**config.mk**
```make
export PLATFORM = sky130hd
export DESIGN_NAME = mem_req_fifo
export DESIGN_NICKNAME = d
export VERILOG_FILES = /design/src/rtl/mem_latency_pkg.sv /design/src/rtl/mem_req_fifo.sv
export SDC_FILE = /design/constraint.sdc
export NUM_CORES = 1
export LEC_CHECK = 0
export ABC_AREA = 0
export ABC_CLOCK_PERIOD_IN_PS = 43800
export CORE_AREA = 2 2 634 636
export DETAILED_ROUTE_END_ITERATION = 12
export DIE_AREA = 0 0 636 638
export PLACE_DENSITY_LB_ADDON = 0.1
export SLEW_MARGIN = 20
export SYNTH_ARGS = -nofsm -noshare
export SYNTH_HDL_FRONTEND = slang
export SYNTH_SLANG_ARGS = --single-unit
```
**constraint.sdc**
```tcl
create_clock -name clk -period 43.8 [get_ports clk]
set_input_delay 8.76 -clock clk [delete_from_list [all_inputs] [get_ports clk]]
set_output_delay 8.76 -clock clk [all_outputs]
set_load 0.01 [all_outputs]
```
**src/rtl/mem_latency_pkg.sv**
```systemverilog
// mem_latency_pkg: request record, head FSM states and jitter LFSR constants
// shared by the memory latency model and its request queue.
`default_nettype none

package mem_latency_pkg;

    localparam int unsigned MAX_LINE_WORDS = 16;
    localparam int unsigned WDATA_W        = MAX_LINE_WORDS * 32;

    localparam logic [7:0] LFSR_SEED     = 8'hA5;
    // Taps 8,6,5,4 counted from 1 at the LSB
    localparam logic [7:0] LFSR_TAP_MASK = 8'hB8;

    typedef struct packed {
        logic               we;
        logic [31:0]        addr;
        logic [WDATA_W-1:0] wdata;
    } mem_req_s;

    typedef enum logic {
        IDLE = 1'b0,
        BUSY = 1'b1
    } head_state_e;

endpackage

`default_nettype wire

```
**src/rtl/mem_req_fifo.sv**
```systemverilog
// mem_req_fifo: circular request buffer with explicit occupancy count; exposes
// the head entry and the entry behind it so the next head is visible at pop.
`default_nettype none

module mem_req_fifo
    import mem_latency_pkg::*;
#(
    parameter int  depth_p = 2,
    localparam int CNT_W   = $clog2(depth_p + 1)
) (
    input  logic             clk,
    input  logic             nreset,
    input  logic             push,
    input  mem_req_s         push_data,
    input  logic             pop,
    output mem_req_s         head,
    output mem_req_s         second,
    output logic [CNT_W-1:0] count,
    output logic             full
);

    localparam int PTR_W = (depth_p > 1) ? $clog2(depth_p) : 1;

    mem_req_s         entries [depth_p];
    logic [PTR_W-1:0] rd_ptr;
    logic [PTR_W-1:0] wr_ptr;

    function automatic logic [PTR_W-1:0] bump(input logic [PTR_W-1:0] p);
        return (p == PTR_W'(depth_p - 1)) ? '0 : p + 1'b1;
    endfunction

    always_ff @(posedge clk) begin
        if (nreset) begin
            rd_ptr <= '0;
            wr_ptr <= '0;
            count  <= '0;
        end else begin
            if (push) wr_ptr <= bump(wr_ptr);
            if (pop)  rd_ptr <= bump(rd_ptr);
            count <= count + CNT_W'(push) - CNT_W'(pop);
        end
    end

    always_ff @(posedge clk) begin
        if (push) entries[wr_ptr] <= push_data;
    end

    assign head   = entries[rd_ptr];
    assign second = entries[bump(rd_ptr)];
    assign full   = (count == CNT_W'(depth_p));

endmodule

`default_nettype wire

```
==> metrics <==
Post-CTS Setup Bufs 0; Final Cycle Share 33.8%; Finished Cell Area 0.0738 mm²; clock buffer depth 4; status complete, no violations; final setup margin 28.99 ns; skew final 0.0614 ns; clock sinks 1095; residual DRC count 0; Cells after Synth 2322; Die H 638 µm; hold crit path type register to register; cell taking the most area after synthesis edfxtp_1; routed wire length 264 mm; vias 29400; PwrDens 42.9 mW/mm²; DR iter-0 viols 1459; TritonCTS Buffers 159; Seq/Total Area, Yosys 70.9%; H-tree levels 4; I/O pins 1642; share of cells above drive strength 1 32.3%; vias in the first global route 31200; Synth Warn # 0; CTS tree done; setup total negative slack 0 ns; Slew @ Worst Pin 1.07 ns; Mapped Area 0.0463 mm²; Peak supply drop 0.0000248 V; hold path start wr_ptr$_SDFFE_PP0P_; Clock Tree Root clkbuf_16; DP Wirelength 207 mm; Required @ worst endpoint 35.04 ns; crit path DAT 6.05 ns; crit-path max FO 56; area grow syn2layout 59.5%; CTS clk-pin slew, worst paths 0.05 ns; Starting Density 11.6%; Post-Syn Nets 2873; unrepaired setup endpoints after global routing no; Via density 3.11; ranking of synthesized cells by area edfxtp_1, mux2_2, mux2_4, buf_4, buf_2; Avg Inst Size Synth 19.9 µm²; Final Hold Fails 0; Core Rows 232; clock latency on the worst-skew pair 0.85 ns; RR Startpoint wr_ptr$_SDFFE_PP0P_; Seq cells post-synth 1095; number of I/O port buffers 1641; Congestion Overflow GR 0; Final #Nets 4600; first-pass detailed-route iteration total 7; Die ar. 0.406 mm²; cell area after placement 0.0688 mm²; WS Path Type register to output port; CP Capture Type output port; CTS-repair resized insts 0; fmax 67.5 MHz; Distinct cells, synth 14; Hold-fix buffers, CTS 0; final setup vio count 0; initial antenna violation count 123; Max-Cap Viols 0; post-route ant nets 0; GRT Total Usage 12.5%; dpl ws 28.38 ns; Synth top area share 70.7%; Wirelength per Cell 28.0 µm; crit path launch type register; first-pass GRT wire length 336 mm; Rel. slew slack 28.6%; routability cong. 0.796; final slew viol count 0; core box area 0.399 mm²; leakage 23.7 nW; Final min period 14.81 ns; largest net degree at the start of global routing 124; Die X-Extent 636 µm
-- critical path, cell delays in order (launching register included) --
cell             delay (ns)
dfxtp_4                0.80
buf_4                  0.76
buf_4                  0.74
buf_4                  0.74
buf_4                  0.85
mux2_2                 0.45
clkdlybuf4s50_1        0.62
-- cell usage in the layout (no fill, tap or decap), types with 2 or more instances in the layout --
master / Yosys / layout
buf_12: 0 / 2
buf_16: 0 / 2
buf_4: 94 / 43
bufinv_16: 0 / 11
clkbuf_1: 0 / 43
clkbuf_16: 0 / 161
clkdlybuf4s50_1: 0 / 1641
clkinv_1: 0 / 33
clkinv_16: 0 / 2
clkinv_2: 0 / 20
clkinv_8: 0 / 2
clkinvlp_4: 0 / 3
dfxtp_1: 5 / 3
dfxtp_4: 0 / 2
diode_2: 0 / 21
edfxtp_1: 1090 / 1090
ha_1: 2 / 2
inv_1: 2 / 2
inv_6: 0 / 4
mux2_2: 1040 / 1040
mux2_4: 50 / 50
nor2_1: 4 / 4
nor2b_1: 3 / 2
xnor2_1: 2 / 2
-- synthesized netlist by cell type --
| cell | number |
|---|---|
| ha_1 | 2 |
| inv_1 | 2 |
| dfxtp_1 | 5 |
| and2_1 | 1 |
| buf_4 | 94 |
| nor2_1 | 4 |
| edfxtp_1 | 1090 |
| xnor3_1 | 1 |
| mux2_2 | 1040 |
| xnor2_1 | 2 |
| buf_6 | 7 |
| nor2b_1 | 3 |
| mux2_4 | 50 |
| buf_2 | 21 |
-- cell families (layout without fill, tap and decap cells) --
group	Yosys count	in the layout	share of synthesized area, %
flops	1095	1095	70.9
mux	1090	1090	26.9
buf+inv	124	1971	1.94
simple gates	8	8	0.0865
xor+xnor	3	3	0.0865
fa+ha+maj	2	2	0.0540
other cells	0	21	0
-- final cells by class --
class,count,area (µm²)
Fill cell,42900,325000
Sequential cell,1095,32800
Timing Repair Buffer,1688,16800
Multi-Input combinational cell,1103,12600
Tap cell,5265,6590
Clock buffer,204,4190
Clock inverter,77,733
Antenna cell,21,52.6
Inverter,2,7.51
-- registers in the layout, indices dropped and copies added (netlist names), named ones only --
name,cells
entries,1090
rd_ptr,1
wr_ptr,1
count,2
-- stage by stage --
stage | util [%] | cells | power (mW) | hold slack [ns]
finish | 18.5 | 9455 | 3.17 | 0.590
floorplan | - | 2322 | 1.57 | 0.496
global route | 18.5 | 9437 | 3.31 | 0.622
global placement | 17.3 | 9151 | 1.97 | 0.572
detailed placement | 17.3 | 9152 | 1.96 | 0.583
CTS | 18.5 | 9433 | 3.26 | 0.590
-- final timing paths --
kind | end | slack (ns) | cells after the start
hold reg to reg | wr_ptr$_SDFFE_PP0P_ | 0.59 | 2
setup reg to reg | entries[1][385]$_DFFE_PP_ | 37.63 | 7
setup / recovery | head[378] | 28.99 | 6
hold / removal | wr_ptr$_SDFFE_PP0P_ | 0.59 | 2
-- per-layer routing --
layer  track usage, %  vias up  routed length, µm
met5                0        -                497
met4             2.46       78               5520
met3             4.71      400              20800
met2             23.9     1107             143000
met1             12.8    15100              94700
li1                 -    12800                  -
-- where the power goes --
group	total (mW)	internal, mW	leakage, nW	switching [mW]
sequential	1.26	1.23	10.3	0.0275
clock	1.25	0.740	2.39	0.512
combinational	0.659	0.327	11.0	0.332
total	3.17	2.29	23.7	0.872
Power figures use the tool's default switching activity.
